===== config.mk =====
export PLATFORM = sky130hd
export DESIGN_NAME = exc_commit_seq
export DESIGN_NICKNAME = d
export VERILOG_FILES = /design/src/rtl/exc_commit_seq.sv
export SDC_FILE = /design/constraint.sdc
export NUM_CORES = 1
export LEC_CHECK = 0
export CELL_PAD_IN_SITES_DETAIL_PLACEMENT = 1
export CELL_PAD_IN_SITES_GLOBAL_PLACEMENT = 1
export CORE_MARGIN = 10
export CORE_UTILIZATION = 31
export CTS_CLUSTER_SIZE = 28
export DETAILED_ROUTE_END_ITERATION = 12
export HOLD_SLACK_MARGIN = 0.02
export MAX_ROUTING_LAYER = met4
export PLACE_DENSITY_LB_ADDON = 0.1
export RECOVER_POWER = 25
export SETUP_SLACK_MARGIN = 0.2
export SYNTH_ARGS = -nofsm -noshare
export SYNTH_HDL_FRONTEND = slang
export SYNTH_SLANG_ARGS = --single-unit

===== constraint.sdc =====
create_clock -name clk -period 2 [get_ports clk]
set_clock_uncertainty 0.15 [all_clocks]
set_input_delay 0.4 -clock clk [delete_from_list [all_inputs] [get_ports clk]]
set_output_delay 0.4 -clock clk [all_outputs]
set_load 0.01 [all_outputs]

===== src/rtl/exc_commit_seq.sv =====
// Exception / ERET commit sequencer: freeze, drain the bus, update CP0, flush, redirect.
module exc_commit_seq #(
    parameter int unsigned DRAIN_MAX    = 16,
    parameter int unsigned FLUSH_CYCLES = 2
) (
    input  logic        clk,
    input  logic        reset,
    input  logic        exc_valid,
    input  logic [4:0]  exc_code,
    input  logic [31:0] exc_pc,
    input  logic        exc_in_delay_slot,
    input  logic [31:0] exc_badvaddr,
    input  logic [31:0] exc_location,
    input  logic [1:0]  exc_ce,
    input  logic        is_eret,
    input  logic [31:0] cp0_epc,
    input  logic        mem_busy,
    output logic        stall_req,
    output logic        cp0_exc_we,
    output logic [31:0] cp0_epc_o,
    output logic        cp0_bd_o,
    output logic [4:0]  cp0_code_o,
    output logic [1:0]  cp0_ce_o,
    output logic        cp0_badvaddr_we,
    output logic [31:0] cp0_badvaddr_o,
    output logic        cp0_exl_set,
    output logic        cp0_exl_clr,
    output logic        flush,
    output logic        redirect_valid,
    output logic [31:0] redirect_pc,
    output logic        drain_timeout,
    output logic        busy
);

    localparam int unsigned DCW = 5;
    localparam int unsigned FCW = (FLUSH_CYCLES > 1) ? $clog2(FLUSH_CYCLES) : 1;

    typedef enum logic [1:0] {
        S_IDLE   = 2'd0,
        S_DRAIN  = 2'd1,
        S_COMMIT = 2'd2,
        S_FLUSH  = 2'd3
    } state_t;

    state_t          state_q, state_d;
    logic [DCW-1:0]  dcnt_q, dcnt_d;
    logic [FCW-1:0]  fcnt_q, fcnt_d;

    // captured record
    logic            eret_q, eret_d;
    logic [31:0]     epc_q, epc_d;
    logic            bd_q, bd_d;
    logic [4:0]      code_q, code_d;
    logic [1:0]      ce_q, ce_d;
    logic [31:0]     bva_q, bva_d;
    logic [31:0]     target_q, target_d;

    // registered outputs
    logic            stall_q, stall_d;
    logic            exc_we_q, exc_we_d;
    logic [31:0]     epc_o_q, epc_o_d;
    logic            bd_o_q, bd_o_d;
    logic [4:0]      code_o_q, code_o_d;
    logic [1:0]      ce_o_q, ce_o_d;
    logic            bva_we_q, bva_we_d;
    logic [31:0]     bva_o_q, bva_o_d;
    logic            exl_set_q, exl_set_d;
    logic            exl_clr_q, exl_clr_d;
    logic            flush_q, flush_d;
    logic            rdr_valid_q, rdr_valid_d;
    logic [31:0]     rdr_pc_q, rdr_pc_d;
    logic            timeout_q, timeout_d;
    logic            busy_q, busy_d;

    logic            drain_last;
    logic            code_has_bva;

    assign drain_last   = (dcnt_q == DCW'(DRAIN_MAX - 1));
    assign code_has_bva = (code_q >= 5'd1) && (code_q <= 5'd5);

    // Next state, capture and next-cycle output values
    always_comb begin
        state_d     = state_q;
        dcnt_d      = dcnt_q;
        fcnt_d      = fcnt_q;
        eret_d      = eret_q;
        epc_d       = epc_q;
        bd_d        = bd_q;
        code_d      = code_q;
        ce_d        = ce_q;
        bva_d       = bva_q;
        target_d    = target_q;
        exc_we_d    = 1'b0;
        epc_o_d     = 32'd0;
        bd_o_d      = 1'b0;
        code_o_d    = 5'd0;
        ce_o_d      = 2'd0;
        bva_we_d    = 1'b0;
        bva_o_d     = 32'd0;
        exl_set_d   = 1'b0;
        exl_clr_d   = 1'b0;
        flush_d     = 1'b0;
        rdr_valid_d = 1'b0;
        rdr_pc_d    = 32'd0;
        timeout_d   = 1'b0;

        case (state_q)
            S_IDLE: begin
                if (exc_valid) begin
                    eret_d   = 1'b0;
                    epc_d    = exc_in_delay_slot ? (exc_pc - 32'd4) : exc_pc;
                    bd_d     = exc_in_delay_slot;
                    code_d   = exc_code;
                    ce_d     = exc_ce;
                    bva_d    = exc_badvaddr;
                    target_d = exc_location;
                    dcnt_d   = '0;
                    state_d  = S_DRAIN;
                end else if (is_eret) begin
                    eret_d   = 1'b1;
                    epc_d    = 32'd0;
                    bd_d     = 1'b0;
                    code_d   = 5'd0;
                    ce_d     = 2'd0;
                    bva_d    = 32'd0;
                    target_d = cp0_epc;
                    dcnt_d   = '0;
                    state_d  = S_DRAIN;
                end
            end
            S_DRAIN: begin
                if (!mem_busy || drain_last) begin
                    state_d   = S_COMMIT;
                    timeout_d = mem_busy;
                    if (!eret_q) begin
                        exc_we_d  = 1'b1;
                        exl_set_d = 1'b1;
                        epc_o_d   = epc_q;
                        bd_o_d    = bd_q;
                        code_o_d  = code_q;
                        ce_o_d    = ce_q;
                        if (code_has_bva) begin
                            bva_we_d = 1'b1;
                            bva_o_d  = bva_q;
                        end
                    end else begin
                        exl_clr_d = 1'b1;
                    end
                end else begin
                    dcnt_d = dcnt_q + DCW'(1);
                end
            end
            S_COMMIT: begin
                state_d     = S_FLUSH;
                fcnt_d      = '0;
                flush_d     = 1'b1;
                rdr_valid_d = 1'b1;
                rdr_pc_d    = target_q;
            end
            S_FLUSH: begin
                if (fcnt_q == FCW'(FLUSH_CYCLES - 1)) begin
                    state_d = S_IDLE;
                end else begin
                    fcnt_d   = fcnt_q + FCW'(1);
                    flush_d  = 1'b1;
                    rdr_pc_d = rdr_pc_q;
                end
            end
            default: state_d = S_IDLE;
        endcase

        stall_d = (state_d != S_IDLE);
        busy_d  = (state_d != S_IDLE);
    end

    // State, captured record and output registers
    always_ff @(posedge clk) begin
        if (reset) begin
            state_q     <= S_IDLE;
            dcnt_q      <= '0;
            fcnt_q      <= '0;
            eret_q      <= 1'b0;
            epc_q       <= 32'd0;
            bd_q        <= 1'b0;
            code_q      <= 5'd0;
            ce_q        <= 2'd0;
            bva_q       <= 32'd0;
            target_q    <= 32'd0;
            stall_q     <= 1'b0;
            exc_we_q    <= 1'b0;
            epc_o_q     <= 32'd0;
            bd_o_q      <= 1'b0;
            code_o_q    <= 5'd0;
            ce_o_q      <= 2'd0;
            bva_we_q    <= 1'b0;
            bva_o_q     <= 32'd0;
            exl_set_q   <= 1'b0;
            exl_clr_q   <= 1'b0;
            flush_q     <= 1'b0;
            rdr_valid_q <= 1'b0;
            rdr_pc_q    <= 32'd0;
            timeout_q   <= 1'b0;
            busy_q      <= 1'b0;
        end else begin
            state_q     <= state_d;
            dcnt_q      <= dcnt_d;
            fcnt_q      <= fcnt_d;
            eret_q      <= eret_d;
            epc_q       <= epc_d;
            bd_q        <= bd_d;
            code_q      <= code_d;
            ce_q        <= ce_d;
            bva_q       <= bva_d;
            target_q    <= target_d;
            stall_q     <= stall_d;
            exc_we_q    <= exc_we_d;
            epc_o_q     <= epc_o_d;
            bd_o_q      <= bd_o_d;
            code_o_q    <= code_o_d;
            ce_o_q      <= ce_o_d;
            bva_we_q    <= bva_we_d;
            bva_o_q     <= bva_o_d;
            exl_set_q   <= exl_set_d;
            exl_clr_q   <= exl_clr_d;
            flush_q     <= flush_d;
            rdr_valid_q <= rdr_valid_d;
            rdr_pc_q    <= rdr_pc_d;
            timeout_q   <= timeout_d;
            busy_q      <= busy_d;
        end
    end

    assign stall_req       = stall_q;
    assign cp0_exc_we      = exc_we_q;
    assign cp0_epc_o       = epc_o_q;
    assign cp0_bd_o        = bd_o_q;
    assign cp0_code_o      = code_o_q;
    assign cp0_ce_o        = ce_o_q;
    assign cp0_badvaddr_we = bva_we_q;
    assign cp0_badvaddr_o  = bva_o_q;
    assign cp0_exl_set     = exl_set_q;
    assign cp0_exl_clr     = exl_clr_q;
    assign flush           = flush_q;
    assign redirect_valid  = rdr_valid_q;
    assign redirect_pc     = rdr_pc_q;
    assign drain_timeout   = timeout_q;
    assign busy            = busy_q;

endmodule

==> results.ini, run 1 <==
[min_path]
hold_path_class=in2reg
hold_depth=4

[status]
status=complete, no violations

[clock_tree]
cts.root.buffer_cell=sky130_fd_sc_hd__clkbuf_16
clock_sink_count=224
clock_tree_from_tritoncts=built
cts-htree-levels=1
clockBufferDepth=3
worst_skew_pair.late_latency_ns=0.52
ctsHoldBuffers=0
cts_buffer_count=25
clk_transition_reported_paths_ns=0.06

[global_route]
globalRouteOverflowTotal=0
first_global_vias=7080
grt_use_total_pct=15.9
first_pass_grt_wire_length_um=39400
grt_antenna_before_repair=2
grt_start_max_net_pins=38

[worst_setup_path]
worst_r2r_path_depth=8
cp_data_required_time_ns=2.30
timing.critical_path.arrival_ns=2.28
critical_path_class=reg2reg
startpoint_type=register
critPathMaxFanout=6
crit_path_end_kind=register

[route]
initialDrtViolationCount=271
routed_wl_um=26100
avgRoutedWirePerCell_um=18.5
dr_total_vias=6658
detail-route-antenna-nets=0
post_drt_via_cell_ratio=4.72
drc_errors=0
drtPass1Iterations=4

[yosys]
synth_xor_xnor_area_share_pct=1.13
post_synth_inst_count=727
fraction_of_the_mapped_netlist_area_in_compound_gates_pct=16.3
netlist.top_cell.by_area=sky130_fd_sc_hd__dfxtp_1
yosysSeqAreaShare_pct=57.7
post_synth.cell_area_avg_um2=10.7
netlist_top_cells_area=sky130_fd_sc_hd__dfxtp_1, sky130_fd_sc_hd__a22o_1, sky130_fd_sc_hd__and2_1, sky130_fd_sc_hd__mux2i_1, sky130_fd_sc_hd__a211oi_1
netlist_area_mm2=0.00777
edff_count_synth=0
synth_largest_type_area_fraction_pct=57.7
yosys.area_share.adder_pct=0.483
postSynthNetCount=871
postSynth.topFlopCell=sky130_fd_sc_hd__dfxtp_1
synth-warning-count=0
ys_types=47
synth-seq-cells=224
main_combinational_cell_family_by_area_after_synthesis=simple AND/OR/NAND/NOR gates
async_flop_share_pct=0
synth.mux.area_fraction_pct=4.12
synth_simple_gate_area_share_pct=17.2

[sta]
setup_viol=0
rsz0062_at_grt=yes
timing.final.crit_share_pct=99.3
slew_violations=0
worstMarginPinSlew_ns=0.679
fin_worst_hold_slack_ns=0.167
hold_viol=0
worst_slew_margin_rel_pct=54.7
finalSetupTns_ns=0
maximum_clock_rate_mhz=504
finalWorstPathRequiredPeriod_ns=1.99

[run]
max_cap_viol_count=0

[floorplan]
io_pins=254
num_rows=57
die_h_um=178
floorplan.initialDensity_pct=31.7
die-width_um=178
fp.coreArea_mm2=0.0245
area_of_the_die_mm2=0.0318

[power]
post-layout-total-power_w=0.0108
power_per_cell_area_mw_per_mm2=859
p_leak_nw=5.62
power.ir.vdd_worst_mv=0.459

[finish]
design.final.nets=1211
final_layout_size_suffix_gt1_share_pct=19.7
syn_to_final_growth_pct=62.2
layout_commonest_cell=sky130_fd_sc_hd__dfxtp_1
mostFrequentLayoutCells=sky130_fd_sc_hd__dfxtp_1, sky130_fd_sc_hd__dlygate4sd2_1, sky130_fd_sc_hd__clkdlybuf4s50_1

[placement]
place.gp.congestion=0.788
buffer_ports.inserted=253
detailedPlacementHpwl_um=18400

## through the flow
step / cell area [µm²] / setup slack (ns) / util, % / instances
after floorplan: 7930 / -0.0210 / - / 727
after global placement: 11400 / -0.513 / 46.6 / 1340
after detailed placement: 11400 / -0.538 / 46.6 / 1340
after CTS: 12500 / -0.0400 / 51.1 / 1403
after global routing: 12600 / -0.0896 / 51.4 / 1411
final: 12600 / 0.0150 / 51.4 / 1412
## worst max-delay path, cell delays in order (launching register included)
cell and delay [ns]:
sky130_fd_sc_hd__dfxtp_2 0.34, sky130_fd_sc_hd__ha_4 0.16, sky130_fd_sc_hd__and3_4 0.15, sky130_fd_sc_hd__ha_4 0.16
sky130_fd_sc_hd__buf_4 0.13, sky130_fd_sc_hd__and4bb_2 0.34, sky130_fd_sc_hd__a21oi_4 0.07, sky130_fd_sc_hd__or3_1 0.31
sky130_fd_sc_hd__a21oi_1 0.13
## final timing paths
check | endpoint | slack (ns) | start
max | dcnt_q[3]$_SDFFE_PP0P_ | 0.01 | dcnt_q[1]$_SDFFE_PP0P_
min | epc_q[13]$_SDFFE_PP0P_ | 0.17 | exc_pc[13]
max reg2reg | dcnt_q[3]$_SDFFE_PP0P_ | 0.01 | dcnt_q[1]$_SDFFE_PP0P_
min reg2reg | epc_q[5]$_SDFFE_PP0P_ | 0.30 | epc_q[5]$_SDFFE_PP0P_
## registers in the layout, indices dropped and copies added (netlist names), 2 cells and up
name,flops
bva_q,32
cp0_badvaddr_o,32
cp0_epc_o,32
epc_q,32
redirect_pc,32
target_q,32
code_q,5
cp0_code_o,5
dcnt_q,5
ce_q,2
cp0_ce_o,2
state_q,2
## repair_timing
item	CTS	global route
gates cloned	6	1
resized for setup	190	16
setup buffers	12	5
endpoints found under the setup margin	219	157
pin swaps	16	9
## kinds of logic (layout without fill, tap and decap cells)
family / after synthesis / after routing
compound gates: 159 / 159
simple gates: 241 / 241
flops: 224 / 224
buf+inv: 58 / 416
mux: 32 / 32
xor+xnor: 10 / 10
other cells: 0 / 3
fa+ha+maj: 3 / 3
## layout make-up
cell class | instances | area, µm²
sequential | 224 | 4490
fill | 2672 | 11900
tap | 324 | 405
clock buffer | 38 | 744
inverter | 5 | 18.8
timing repair buffer | 366 | 3550
multi-input combinational | 445 | 3290
clock inverter | 7 | 100
antenna | 3 | 7.51
## layer usage
metal | track usage, % | share of wire [%]
met1 | 19.3 | 44
met2 | 25.6 | 48
met3 | 4.14 | 6.9
met4 | 4.44 | 1.7
met5 | - | 0
## cells in the mapped netlist, types with 7 or more instances
cell type and count:
sky130_fd_sc_hd__a211oi_1 31, sky130_fd_sc_hd__a21oi_1 10, sky130_fd_sc_hd__a221o_1 7, sky130_fd_sc_hd__a22o_1 75, sky130_fd_sc_hd__and2_1 74, sky130_fd_sc_hd__buf_2 16, sky130_fd_sc_hd__clkbuf_1 34, sky130_fd_sc_hd__dfxtp_1 224
sky130_fd_sc_hd__mux2i_1 32, sky130_fd_sc_hd__nand2_1 33, sky130_fd_sc_hd__nand3_1 17, sky130_fd_sc_hd__nor2_1 53, sky130_fd_sc_hd__nor3_1 11, sky130_fd_sc_hd__nor4_1 7, sky130_fd_sc_hd__o211ai_1 10, sky130_fd_sc_hd__o21ai_0 13
sky130_fd_sc_hd__or4_1 10
## power breakdown
part / switching [W] / internal, W / leakage [nW]
logic: 0.000603 / 0.000760 / 3.38
registers: 0.000123 / 0.00470 / 1.82
clock network: 0.00182 / 0.00283 / 0.419
total: 0.00255 / 0.00829 / 5.62
Note: power is estimated with default switching activity, not from simulation.
==> inputs of run 2 (changes only) <==
--- a/config.mk
+++ b/config.mk
@@ -5,10 +5,12 @@
 export SDC_FILE = /design/constraint.sdc
 export NUM_CORES = 1
 export LEC_CHECK = 0
+export ABC_AREA = 1
+export CAP_MARGIN = 20
 export CELL_PAD_IN_SITES_DETAIL_PLACEMENT = 1
 export CELL_PAD_IN_SITES_GLOBAL_PLACEMENT = 1
 export CORE_MARGIN = 10
-export CORE_UTILIZATION = 31
+export CORE_UTILIZATION = 30
 export CTS_CLUSTER_SIZE = 28
 export DETAILED_ROUTE_END_ITERATION = 12
 export HOLD_SLACK_MARGIN = 0.02
==> results.ini, run 2 <==
[status]
status=complete, but fails checks  ; was complete, no violations
violations_in_the_final_reports=negative setup slack

[clock_tree]
clockBufferDepth=3  ; unchanged
cts-htree-levels=1  ; unchanged
clk_transition_reported_paths_ns=0.06  ; about the same
cts.root.buffer_cell=sky130_fd_sc_hd__clkbuf_16  ; unchanged
cts_buffer_count=26  ; was 25
ctsHoldBuffers=0  ; unchanged
worst_skew_pair.late_latency_ns=0.54  ; was 0.52 ns
clock_sink_count=224  ; unchanged
clock_tree_from_tritoncts=built  ; unchanged

[power]
power.ir.vdd_worst_mv=0.487  ; was 0.459 mV
p_leak_nw=5.66  ; was 5.62 nW
power_per_cell_area_mw_per_mm2=868  ; was 859 mW/mm²

[yosys]
synth_most_common_cell=sky130_fd_sc_hd__dfxtp_1  ; unchanged
post_synth_inst_count=987  ; was 727
ys_types=32  ; was 47
async_flop_share_pct=0  ; unchanged
netlist_area_mm2=0.00809  ; was 0.00777 mm²
netlist_top_cells_count=sky130_fd_sc_hd__dfxtp_1, sky130_fd_sc_hd__nand2_1, sky130_fd_sc_hd__nor2_1  ; was sky130_fd_sc_hd__dfxtp_1, sky130_fd_sc_hd__a22o_1, sky130_fd_sc_hd__and2_1
post_synth.cell_area_avg_um2=8.19  ; was 10.7 µm²
synth-warning-count=0  ; unchanged
edff_count_synth=0  ; unchanged
yosysSeqAreaShare_pct=55.5  ; was 57.7%
synth-seq-cells=224  ; unchanged
postSynth.topFlopCell=sky130_fd_sc_hd__dfxtp_1  ; unchanged
postSynthNetCount=1131  ; was 871
netlist_top_cells_area=sky130_fd_sc_hd__dfxtp_1, sky130_fd_sc_hd__nand2_1, sky130_fd_sc_hd__nor2_1, sky130_fd_sc_hd__inv_1, sky130_fd_sc_hd__o21ai_0  ; was sky130_fd_sc_hd__dfxtp_1, sky130_fd_sc_hd__a22o_1, sky130_fd_sc_hd__and2_1, sky130_fd_sc_hd__mux2i_1, sky130_fd_sc_hd__a211oi_1
netlist.top_cell.by_area=sky130_fd_sc_hd__dfxtp_1  ; unchanged
synth_largest_type_area_fraction_pct=55.5  ; was 57.7%

[worst_setup_path]
cp_data_required_time_ns=2.28  ; was 2.30 ns
worst_r2r_path_depth=15  ; was 8
crit_path_cell_trace=ha_4, inv_4, nor3_4, ha_2, nor2_2, inv_1, nand2_2, nor2_4, buf_4, buf_6, buf_6, buf_6, buf_6, inv_4, nor2_1  ; was ha_4, and3_4, ha_4, buf_4, and4bb_2, a21oi_4, or3_1, a21oi_1
startpoint_type=register  ; unchanged
critical-path-slowest-cell=sky130_fd_sc_hd__dfxtp_2  ; unchanged
regToRegEndpoint=cp0_exl_clr$_SDFF_PP0_  ; was dcnt_q[3]$_SDFFE_PP0P_
startpoint_of_the_most_critical_register_to_register_path=dcnt_q[0]$_SDFFE_PP0P_  ; was dcnt_q[1]$_SDFFE_PP0P_
crit_cells=15  ; was 8
timing.critical_path.arrival_ns=2.28  ; about the same
critical-path-max-stage-delay_ns=0.34  ; about the same
crit_path_end_kind=register  ; unchanged
crit_start=dcnt_q[0]$_SDFFE_PP0P_  ; was dcnt_q[1]$_SDFFE_PP0P_
end_point_of_the_critical_path=cp0_exl_clr$_SDFF_PP0_  ; was dcnt_q[3]$_SDFFE_PP0P_
r2r_slack_ns=-0.004  ; was 0.01 ns
worst_path_dominant_cell_family=buffers and inverters  ; was simple AND/OR/NAND/NOR gates
critical_path.most_common_cell=sky130_fd_sc_hd__buf_6  ; was sky130_fd_sc_hd__ha_4
critPathMaxFanout=2  ; was 6
cp.buffers_inverters=8  ; was 1
critical_path_class=reg2reg  ; unchanged

[finish]
final_layout_size_suffix_gt1_share_pct=17.5  ; was 19.7%
mostFrequentLayoutCells=sky130_fd_sc_hd__dfxtp_1, sky130_fd_sc_hd__nand2_1, sky130_fd_sc_hd__clkdlybuf4s50_1  ; was sky130_fd_sc_hd__dfxtp_1, sky130_fd_sc_hd__dlygate4sd2_1, sky130_fd_sc_hd__clkdlybuf4s50_1
syn_to_final_growth_pct=60.9  ; was 62.2%
layout_commonest_cell=sky130_fd_sc_hd__dfxtp_1  ; unchanged
design.final.nets=1471  ; was 1211
post_layout_nonfiller_instances=1690  ; was 1412

[placement]
detailedPlacementHpwl_um=20000  ; was 18400 µm
buffer_ports.inserted=253  ; unchanged
dp.cells=1614  ; was 1340
place.gp.congestion=0.793  ; was 0.788

[sta]
worstMarginPinSlew_ns=0.522  ; was 0.679 ns
rsz0062_at_grt=yes  ; unchanged
maximum_clock_rate_mhz=499  ; was 504 MHz
final_critical_path_setup_slack_ns=-0.00404  ; was 0.0150 ns
timing.final.crit_share_pct=100  ; was 99.3%
setup_viol=1  ; was 0
fin_worst_hold_slack_ns=0.261  ; was 0.167 ns
worst_slew_margin_rel_pct=64.9  ; was 54.7%
hold_viol=0  ; unchanged
finalSetupTns_ns=-0.00404  ; was 0 ns
slew_violations=0  ; unchanged
finalWorstPathRequiredPeriod_ns=2.00  ; was 1.99 ns

[floorplan]
fp.coreArea_mm2=0.0267  ; was 0.0245 mm²
die_h_um=184  ; was 178 µm
num_rows=60  ; was 57
floorplan.initialDensity_pct=30.3  ; was 31.7%
io_pins=254  ; unchanged
area_of_the_die_mm2=0.0339  ; was 0.0318 mm²
die-width_um=184  ; was 178 µm

[route]
initialDrtViolationCount=297  ; was 271
dr_total_vias=7670  ; was 6658
avgRoutedWirePerCell_um=17.3  ; was 18.5 µm
drtPass1Iterations=5  ; was 4
detail-route-antenna-nets=0  ; unchanged
post_drt_via_cell_ratio=4.54  ; was 4.72
routed_wl_um=29200  ; was 26100 µm
drc_errors=0  ; unchanged

[global_route]
grt.met1_usage_pct=20.3  ; was 19.3%
grt_start_max_net_pins=60  ; was 38
grt_use_total_pct=16.7  ; was 15.9%
globalRouteOverflowTotal=0  ; unchanged
first_pass_grt_wire_length_um=44100  ; was 39400 µm
first_global_vias=8016  ; was 7080
gr-max-usage-layer=met2  ; unchanged
global_route.usage.met2_pct=26.9  ; was 25.6%
groute.layer.met3.usage_pct=4.76  ; was 4.14%
grt_antenna_before_repair=4  ; was 2

[run]
max_cap_viol_count=0  ; unchanged

[min_path]
hold_path_class=in2reg  ; unchanged
hold_start=exc_badvaddr[2]  ; was exc_pc[13]

[run 2: changes by cell type after synthesis, sizes merged, moves of 73 or more]
| cell | before | now |
|---|---|---|
| nor2 | 53 | 140 |
| inv | 5 | 134 |
| nand2 | 33 | 202 |
| o21ai | 13 | 103 |
| a22o | 75 | 0 |
| and2 | 74 | 1 |
[run 2: report_power, final]
group          switching (W)  total [W]  internal (W)
clock network        0.00188    0.00495       0.00306
logic               0.000798    0.00150      0.000704
registers           0.000107    0.00484       0.00473
total                0.00279     0.0113       0.00850
[run 2: logic make-up after synthesis]
kind of cell	count (synthesis)	synth area share, %
AOI/OAI and AO/OA	190	14.6
adders and majority gates	3	0.464
xor gates and xnor gates	1	0.108
buffers and inverters	183	9.75
and+or+nand+nor	386	19.7
DFF	224	55.5
[run 2: timing repair]
item                                    CTS  global route
buffers inserted                         11             5
pin swaps                                 2             5
cloned                                    4             6
endpoints found under the setup margin  192           103
resized for setup                       158            77
[run 2: how the worst min path moves through the flow]
stage | endpoint | slack, ns | cells past startpoint
floorplan | cp0_epc_o[24]$_SDFF_PP0_ | 0.26 | 2
detailed placement | cp0_epc_o[30]$_SDFF_PP0_ | 0.27 | 2
finish | bva_q[2]$_SDFFE_PP0P_ | 0.26 | 3
global placement | cp0_badvaddr_o[31]$_SDFF_PP0_ | 0.26 | 2
global route | epc_q[1]$_SDFFE_PP0P_ | 0.28 | 3
CTS | bva_q[2]$_SDFFE_PP0P_ | 0.24 | 3
[run 2: cell type report]
type,count,area (µm²)
Antenna cell,4,10.0
Timing Repair Buffer,361,3560
Sequential cell,224,4490
Inverter,134,515
Tap cell,341,427
Multi-Input combinational cell,580,3110
Clock inverter,7,121
Clock buffer,39,779
Fill cell,3145,13700
[run 2: layer usage]
layer	vias up	wire, µm
met5	-	0
met4	0	464
met3	34	1940
met2	185	13800
met1	3587	13000
li1	3864	-
[run 2: per-stage QoR]
step	cell area [µm²]	total power [W]	setup WS (ns)	utilization, %
finish	13000	0.0113	-0.00404	48.7
global route	13000	0.0118	-0.136	48.7
CTS	12600	0.0114	0.00940	47.3
detailed placement	11500	0.00632	-0.259	43.1
global placement	11500	0.00629	-0.214	43.1
floorplan	8090	0.00556	0.218	-
[run 2: worst min-delay path, cell delays in order]
cell                              delay [ns]
sky130_fd_sc_hd__clkdlybuf4s50_1        0.39
sky130_fd_sc_hd__nand2_1                0.06
sky130_fd_sc_hd__o21ai_1                0.05
